--- config.mk ---
export PLATFORM = sky130hd
export DESIGN_NAME = rom_stream_loader_flat
export DESIGN_NICKNAME = d
export VERILOG_FILES = /design/src/rtl/rom_stream_loader_if.sv /design/src/rtl/rom_stream_loader.sv /design/src/flat_wrapper.sv
export SDC_FILE = /design/constraint.sdc
export NUM_CORES = 1
export LEC_CHECK = 0
export CAP_MARGIN = 5
export CELL_PAD_IN_SITES_DETAIL_PLACEMENT = 0
export CELL_PAD_IN_SITES_GLOBAL_PLACEMENT = 1
export CORE_UTILIZATION = 36
export CTS_CLUSTER_DIAMETER = 150
export DETAILED_ROUTE_END_ITERATION = 12
export PLACE_DENSITY_LB_ADDON = 0.05
export SETUP_SLACK_MARGIN = 0.4
export SKIP_CTS_REPAIR_TIMING = 1
export SKIP_LAST_GASP = 1
export SYNTH_ARGS = -nofsm -noshare
export SYNTH_HDL_FRONTEND = slang
export SYNTH_SLANG_ARGS = --single-unit
--- constraint.sdc ---
create_clock -name clk_6144 -period 4.45 [get_ports clk_6144]
set_input_delay 0.6675 -clock clk_6144 [delete_from_list [all_inputs] [get_ports clk_6144]]
set_output_delay 0.6675 -clock clk_6144 [all_outputs]
set_load 0.02 [all_outputs]
--- src/rtl/rom_stream_loader_if.sv ---
// Bus bundle between the boot ROM loader and its surroundings: external ROM,
// download port to the ROM-image RAMs, CPU run-time address and status.
interface rom_stream_loader_if #(
  parameter int ADDR_W = 19,
  parameter int LOAD_W = 17,
  parameter int RUN_W  = 15
);
  logic              start;
  logic [RUN_W-1:0]  rom_ra;
  logic [7:0]        rom_d;
  logic [ADDR_W-1:0] rom_a;
  logic [LOAD_W-1:0] dl_addr;
  logic [7:0]        dl_data;
  logic              dl_we;
  logic              romtrans_done;
  logic [7:0]        load_sum;

  modport master (
    output start, rom_ra, rom_d,
    input  rom_a, dl_addr, dl_data, dl_we, romtrans_done, load_sum
  );

  modport slave (
    input  start, rom_ra, rom_d,
    output rom_a, dl_addr, dl_data, dl_we, romtrans_done, load_sum
  );
endinterface

--- src/rtl/rom_stream_loader.sv ---
// Boot-time ROM loader: copies LOAD_WORDS bytes from the external ROM into the
// on-chip image RAMs, holds the CPUs in reset until done, then yields rom_a.
module rom_stream_loader #(
  parameter int ADDR_W     = 19,
  parameter int LOAD_W     = 17,
  parameter int LOAD_WORDS = 131072,
  parameter int RUN_W      = 15,
  parameter int WAIT_CYC   = 1
) (
  input  logic          clk_6144,
  input  logic          reset,
  rom_stream_loader_if.slave bus
);
  typedef enum logic [1:0] {FETCH, WRITE, DONE} state_t;

  localparam logic [LOAD_W-1:0] LAST_ADDR = LOAD_W'(LOAD_WORDS - 1);
  localparam logic [3:0]        WAIT_LAST = 4'(WAIT_CYC);

  state_t            r_state, w_next;
  logic [LOAD_W-1:0] r_dl_addr;
  logic [3:0]        r_wait_cnt;
  logic [7:0]        r_dl_data;
  logic [7:0]        r_acc;
  logic [7:0]        r_load_sum;
  logic              r_done;
  logic              w_sample, w_last, w_restart, w_we;

  always_ff @(posedge clk_6144) begin
    if (reset) r_state <= FETCH;
    else       r_state <= w_next;
  end

  always_comb begin
    w_next    = r_state;
    w_sample  = 1'b0;
    w_last    = 1'b0;
    w_restart = 1'b0;
    w_we      = 1'b0;
    case (r_state)
      FETCH: if (r_wait_cnt == WAIT_LAST) begin
        w_sample = 1'b1;
        w_next   = WRITE;
      end
      WRITE: begin
        w_we   = 1'b1;
        w_last = (r_dl_addr == LAST_ADDR);
        w_next = w_last ? DONE : FETCH;
      end
      DONE: if (bus.start) begin
        w_restart = 1'b1;
        w_next    = FETCH;
      end
      default: w_next = FETCH;
    endcase
  end

  always_ff @(posedge clk_6144) begin
    if (reset) begin
      r_dl_addr  <= '0;
      r_wait_cnt <= '0;
      r_dl_data  <= '0;
      r_acc      <= '0;
      r_done     <= 1'b0;
    end else begin
      if (r_state == FETCH) begin
        if (w_sample) begin
          r_dl_data  <= bus.rom_d;
          r_acc      <= r_acc + bus.rom_d;
          r_wait_cnt <= '0;
        end else begin
          r_wait_cnt <= r_wait_cnt + 4'd1;
        end
      end
      if (w_we) begin
        if (w_last) r_done    <= 1'b1;
        else        r_dl_addr <= r_dl_addr + LOAD_W'(1);
      end
      if (w_restart) begin
        r_dl_addr <= '0;
        r_acc     <= '0;
        r_done    <= 1'b0;
      end
    end
  end

  // The checksum survives reset so the last completed load stays readable.
  always_ff @(posedge clk_6144) begin
    if (!reset && w_last) r_load_sum <= r_acc;
  end

  assign bus.rom_a         = r_done ? ADDR_W'(bus.rom_ra) : ADDR_W'(r_dl_addr);
  assign bus.dl_addr       = r_dl_addr;
  assign bus.dl_data       = r_dl_data;
  assign bus.dl_we         = w_we;
  assign bus.romtrans_done = r_done;
  assign bus.load_sum      = r_load_sum;
endmodule

--- src/flat_wrapper.sv ---
// flat-port wrapper written by rule: the top's interface ports become plain ports
module rom_stream_loader_flat 
#(
  parameter int ADDR_W     = 19,
  parameter int LOAD_W     = 17,
  parameter int LOAD_WORDS = 131072,
  parameter int RUN_W      = 15,
  parameter int WAIT_CYC   = 1
)
  (clk_6144, reset, bus_start, bus_rom_ra, bus_rom_d, bus_rom_a, bus_dl_addr, bus_dl_data, bus_dl_we, bus_romtrans_done, bus_load_sum);
  rom_stream_loader_if #(.ADDR_W(ADDR_W), .LOAD_W(LOAD_W), .RUN_W(RUN_W)) bus_i ();
  input  logic clk_6144;
  input  logic reset;
  input wire logic [$bits(bus_i.start)-1:0] bus_start;
  input wire logic [$bits(bus_i.rom_ra)-1:0] bus_rom_ra;
  input wire logic [$bits(bus_i.rom_d)-1:0] bus_rom_d;
  output wire logic [$bits(bus_i.rom_a)-1:0] bus_rom_a;
  output wire logic [$bits(bus_i.dl_addr)-1:0] bus_dl_addr;
  output wire logic [$bits(bus_i.dl_data)-1:0] bus_dl_data;
  output wire logic [$bits(bus_i.dl_we)-1:0] bus_dl_we;
  output wire logic [$bits(bus_i.romtrans_done)-1:0] bus_romtrans_done;
  output wire logic [$bits(bus_i.load_sum)-1:0] bus_load_sum;
  assign bus_i.start = bus_start;
  assign bus_i.rom_ra = bus_rom_ra;
  assign bus_i.rom_d = bus_rom_d;
  assign bus_rom_a = bus_i.rom_a;
  assign bus_dl_addr = bus_i.dl_addr;
  assign bus_dl_data = bus_i.dl_data;
  assign bus_dl_we = bus_i.dl_we;
  assign bus_romtrans_done = bus_i.romtrans_done;
  assign bus_load_sum = bus_i.load_sum;
  rom_stream_loader #(.ADDR_W(ADDR_W), .LOAD_W(LOAD_W), .LOAD_WORDS(LOAD_WORDS), .RUN_W(RUN_W), .WAIT_CYC(WAIT_CYC)) u_core (.clk_6144(clk_6144), .reset(reset), .bus(bus_i));
endmodule
==> results of run 1 <==
## area by class of cell
| cell class | count | share of cell area [%] |
|---|---|---|
| sequential | 48 | 31.8 |
| timing repair buffer | 77 | 23.6 |
| multi-input combinational | 188 | 37.9 |
| tap | 77 | 2.95 |
| clock buffer | 6 | 2.22 |
| clock inverter | 2 | 1.07 |
| inverter | 4 | 0.459 |
## through the flow
stage | utilization [%] | worst slack, ns | total power, mW
2_1_floorplan | - | 2.13 | 0.894
3_3_place_gp | 49.8 | 1.68 | 1.04
3_5_place_dp | 49.8 | 1.66 | 1.04
4_1_cts | 51.5 | 1.59 | 1.35
5_1_grt | 51.5 | 1.49 | 1.43
6_report | 51.5 | 1.68 | 1.34
## critical path: stages (launching register included)
cell and delay [ns]:
dfxtp_1 0.86, mux2_2 0.41, clkdlybuf4s50_1 0.54
## registers in the layout, summed over array words and instances, names as in the netlist
name and count:
u_core.bus.dl_addr 17, u_core.bus.dl_data 8, u_core.bus.load_sum 8, u_core.r_state 2, u_core.r_acc 8, u_core.bus.romtrans_done 1, u_core.r_wait_cnt 4
## worst max path at each step
| stage | start | end | slack (ns) | cells after the start |
|---|---|---|---|---|
| global route | u_core.bus.romtrans_done$_SDFFE_PP0P_ | bus_rom_a[13] | 1.49 | 2 |
| detailed placement | reset | u_core.r_acc[5]$_SDFFE_PP0P_ | 1.66 | 4 |
| floorplan | u_core.bus.dl_addr[6]$_SDFFE_PP0P_ | u_core.bus.load_sum[0]$_DFFE_PP_ | 2.13 | 7 |
| CTS | u_core.bus.romtrans_done$_SDFFE_PP0P_ | bus_rom_a[7] | 1.59 | 2 |
| finish | u_core.bus.romtrans_done$_SDFFE_PP0P_ | bus_rom_a[13] | 1.68 | 2 |
| global placement | reset | u_core.r_acc[5]$_SDFFE_PP0P_ | 1.68 | 4 |
## cells in the mapped netlist (all sizes together) (2+ instances only)
| cell | n | area, sq um |
|---|---|---|
| dfxtp | 40 | 801 |
| edfxtp | 8 | 240 |
| nand2 | 31 | 116 |
| clkbuf | 4 | 15.0 |
| ha | 11 | 138 |
| and4 | 4 | 37.5 |
| xnor2 | 3 | 26.3 |
| a211o | 3 | 26.3 |
| buf | 9 | 50.1 |
| nand3 | 8 | 40.0 |
| mux2i | 2 | 20.0 |
| nand4 | 8 | 56.3 |
| nor2 | 31 | 116 |
| a211oi | 2 | 15.0 |
| a21oi | 23 | 115 |
| and3 | 3 | 18.8 |
| inv | 4 | 15.0 |
| mux2 | 15 | 169 |
| nor3 | 5 | 25.0 |
| xor2 | 14 | 123 |
| nor3b | 2 | 37.5 |
| o21a | 3 | 22.5 |
| nor2b | 6 | 37.5 |
| o21ai | 3 | 15.0 |
## power by group
| group | switching (mW) | internal, mW | total (mW) |
|---|---|---|---|
| combinational | 0.255 | 0.205 | 0.460 |
| sequential | 0.0575 | 0.514 | 0.571 |
| clock | 0.142 | 0.167 | 0.309 |
| total | 0.455 | 0.886 | 1.34 |
## cells by family after synthesis
kind of cell | count (synthesis) | synth area share [%]
other cells | 1 | 0.159
simple gates | 103 | 22.0
buf+inv | 17 | 3.40
flops | 48 | 44.2
mux | 17 | 8.01
xor+xnor | 17 | 6.32
compound gates | 37 | 9.29
fa+ha+maj | 12 | 6.69
## metal layers
metal / track usage (%) / wire length [um] / vias up
met3: 3.48 / 235 / 5
met5: 0 / 0 / -
met2: 23.6 / 2230 / 56
li1: - / - / 1015
met4: 4.23 / 46 / 0
met1: 23.2 / 2740 / 890
==> flow_metrics.tcl, run 1 <==
set metrics [dict create \
    outcome "finished clean" \
    rows 29 \
    cts_tree "done" \
    synthCells 252 \
    ys.flop_type "dfxtp_1" \
    grt_antenna_before_repair 0 \
    clk_pin_slew_ns 0.08 \
    register_area_sq_mm 0.00104 \
    mostFrequentLayoutCell "clkdlybuf4s50_1" \
    initial_core_util_pct 37.1 \
    maxSlewHeadroom_pct 41.5 \
    cts_made_buffers 5 \
    postRouteAntennaNets 0 \
    drt-wirelength-per-cell_um 13.1 \
    worstPathRequired_ns 3.78 \
    min_from "u_core.bus.dl_data[2]$_SDFFE_PP0P_" \
    area_growth_pct 38.7 \
    power_density_mw_per_mm2 410 \
    worstPathArrival_ns 2.11 \
    timing.final.crit_share_pct 62.3 \
    drt-initial-drc-count 56 \
    numPortBuffers 77 \
    synth_cell_types 38 \
    grt_pass1_vias 1778 \
    multi_input_area_sq_mm 0.00124 \
    vias 1966 \
    setup_viol 0 \
    avgSynthCellArea_sq_um 9.35 \
    cp-end-kind "primary output" \
    clkLatencyLatePin_ns 0.30 \
    place_inst 394 \
    drv_cap 0 \
    synth_edf_count 8 \
    die_w_um 82.9 \
    rr_endpoint "u_core.bus.load_sum[4]$_DFFE_PP_" \
    htree_levels 2 \
    place_area_sq_mm 0.00316 \
    worst_pin_slew_ns 0.878 \
    io_pins 80 \
    ys_seq_area_share_pct 44.2 \
    grt_overflow 0 \
    finClkSkew_ns 0.0127 \
    die_area_sq_mm 0.00688 \
    dp.final_hpwl_um 3850 \
    wirelength_um 5250 \
    drive_gt1_share_pct 8.31 \
    timing.rr.start "u_core.bus.dl_addr[6]$_SDFFE_PP0P_" \
    synthArstFlopShare_pct 0 \
    cts.sinks 48 \
    p_leak_nw 1.24 \
    hold_path_end "u_core.bus.dl_data[2]$_SDFFE_PP0P_" \
    gp_congestion 0.729 \
    core_area_sq_mm 0.00635 \
    rrSetupSlack_ns 1.92 \
    chipHeight_um 82.9 \
    cts_buffer_depth 2 \
    yosysWarnings 0 \
    grt_max_degree 28 \
    fmax_ghz 0.360 \
    hold_viol 0 \
    grt_pass1_wl_um 8900 \
    worstSetupStartpointType "register" \
    hold_slack_ns 0.460 \
    tns_ns 0 \
    via_per_inst 4.89 \
    cts-root-buf "clkbuf_8" \
    most-common-layout-cells "clkdlybuf4s50_1, dfxtp_1, nor2_1, nand2_1, a21oi_1" \
    fillCellCount 611 \
    synth_area_sq_mm 0.00236 \
    layout_min_cycle_time_ns 2.77 \
    crit_type "reg2out" \
    fin_nets 362 \
    ys_ff_latch 48 \
    worstRegToRegCells 7 \
    rsz0062_at_grt "no" \
    drc 0 \
    first_pass_iters 4 \
    n_antenna_cell 0 \
    max-vdd-ir-drop_uv 268 \
    layoutNonFillerInstCount 402 \
    whs_path_depth 2 \
    min_path_type "reg2reg" \
    cp_max_fo 19 \
    stdcell_area_sq_mm 0.00327 \
    finalMaxSlewViolations 0 \
    grt_usage_pct 15.9 \
]
(Power assumes the default switching activity.)
==> run 2, diff against run 1 <==
- CORE_UTILIZATION: 36 -> 33
- clock period: 4.45 -> 2.6 ns (I/O delays scaled with it)
==> run 2 against run 1 <==
  * Setup slack worse by 1.2 ns
  * Combinational power is 83% higher
  * Utilization is 0.68 points lower
  * Die area is 8.9% higher
  * Flip-flop and latch count stayed put
  * Non-clock buffer count is 14 higher
  * Critical path type unchanged
  * Largest power group unchanged
  * Highest routed layer unchanged
==> flow_metrics.tcl, run 2 (synthesized netlist as in run 1, its figures left out) <==
set metrics [dict create \
    drt-initial-drc-count 53 \
    cts_made_buffers 5 \
    tns_ns 0 \
    utilization_pct 50.8 \
    grt_usage_pct 15.4 \
    area_growth_pct 47.3 \
    crit_start "u_core.bus.romtrans_done$_SDFFE_PP0P_" \
    max-vdd-ir-drop_uv 409 \
    timing.rr.start "u_core.bus.dl_addr[6]$_SDFFE_PP0P_" \
    numPortBuffers 77 \
    most-common-layout-cells "clkdlybuf4s50_1, dfxtp_1, nand2_1" \
    mostFrequentLayoutCell "clkdlybuf4s50_1" \
    cts_buffer_depth 2 \
    grt_pass1_wl_um 8900 \
    io_pins 80 \
    cp-end-kind "primary output" \
    critPathMaxStageDelay_ns 0.54 \
    timing.final.crit_share_pct 81.8 \
    rsz0062_at_grt "yes" \
    cts-root-buf "clkbuf_8" \
    finalMaxSlewViolations 0 \
    largest_register_ffs 17 \
    min_path_type "reg2reg" \
    cts_tree "done" \
    path_cells "buf_6 -> mux2_2 -> clkdlybuf4s50_1" \
    first_pass_iters 4 \
    die_w_um 86.5 \
    grt_pass1_vias 1862 \
    min_from "u_core.bus.dl_data[0]$_SDFFE_PP0P_" \
    grt_antenna_before_repair 0 \
    dp.final_hpwl_um 4050 \
    core_area_sq_mm 0.00683 \
    grt_overflow 0 \
    worstPathRequired_ns 2.21 \
    wirelength_um 5500 \
    path_buf_inv 2 \
    initial_core_util_pct 34.5 \
    n_antenna_cell 0 \
    setup_viol 0 \
    slowest_stage "clkdlybuf4s50_1" \
    cts.sinks 48 \
    gp_congestion 0.793 \
    crit_type "reg2out" \
    clkLatencyLatePin_ns 0.30 \
    fin_nets 376 \
    layout_min_cycle_time_ns 2.13 \
    pre_cts_ws_ns 0.310 \
    power_density_mw_per_mm2 674 \
    cp_top_family "buffers and inverters" \
    worstPathArrival_ns 1.74 \
    fmax_ghz 0.470 \
    drv_cap 0 \
    htree_levels 2 \
    fillCellCount 684 \
    chipHeight_um 86.5 \
    drt-wirelength-per-cell_um 12.6 \
    finClkSkew_ns 0.0102 \
    drive_gt1_share_pct 15.3 \
    outcome "finished clean" \
    worstSetupStartpointType "register" \
    p_leak_nw 1.53 \
    clk_pin_slew_ns 0.09 \
    cp_max_fo 18 \
    die_area_sq_mm 0.00748 \
    grt_max_degree 19 \
    hold_viol 0 \
    postRouteAntennaNets 0 \
    rows 30 \
    via_per_inst 4.61 \
    drc 0 \
    setup_ws_ns 0.472 \
    vias 2007 \
]
-- run 2: cell count changes in the layout (fill, tap and decap cells not counted), sizes merged --
| cell | delta |
|---|---|
| clkdlybuf4s50 | -12 |
| dlymetal6s2s | +12 |
| buf | +14 |
-- run 2: area by class of cell --
cell class	count	area [sq um]	share of cell area (%)
clock buffer	6	72.6	2.09
clock inverter	2	35.0	1.01
inverter	4	15.0	0.432
multi-input combinational	188	1260	36.4
sequential	48	1050	30.3
tap	96	120	3.46
timing repair buffer	91	913	26.3
-- run 2: worst register-to-register path: cells and delay by family (launching register included) --
| family | cells | cell delay (ns) |
|---|---|---|
| adders and majority gates | 1 | 0.19 |
| DFF | 1 | 0.36 |
| xor gates and xnor gates | 1 | 0.18 |
| buffers and inverters | 1 | 0.16 |
| and+or+nand+nor | 8 | 1.13 |
-- run 2: worst paths after layout --
check	slack (ns)	end	depth (start not counted)
max reg2reg	0.50	u_core.bus.dl_addr[5]$_SDFFE_PP0P_	11
max	0.47	bus_rom_a[10]	3
min	0.46	u_core.bus.dl_data[0]$_SDFFE_PP0P_	2
min reg2reg	0.46	u_core.bus.dl_data[0]$_SDFFE_PP0P_	2
-- run 2: through the flow --
step | hold WS [ns] | instances | total power [mW] | area, sq um
after floorplan | 0.431 | 253 | 1.53 | 2370
after global placement | 0.446 | 420 | 1.81 | 3250
after detailed placement | 0.447 | 420 | 1.81 | 3250
after CTS | 0.460 | 428 | 2.36 | 3360
after global routing | 0.484 | 435 | 2.52 | 3470
final | 0.457 | 435 | 2.34 | 3470
-- run 2: routing by layer --
| metal | GRT usage [%] | vias up | wire length (um) |
|---|---|---|---|
| met5 | 0 | - | 0 |
| met4 | 5.00 | 0 | 49 |
| met3 | 4.48 | 4 | 258 |
| met2 | 23.4 | 48 | 2450 |
| met1 | 21.0 | 917 | 2740 |
| li1 | - | 1038 | - |
-- run 2: power by group --
part	leakage [nW]	internal, mW	switching, mW
logic	1.08	0.396	0.444
clock network	0.0552	0.286	0.247
registers	0.401	0.877	0.0919
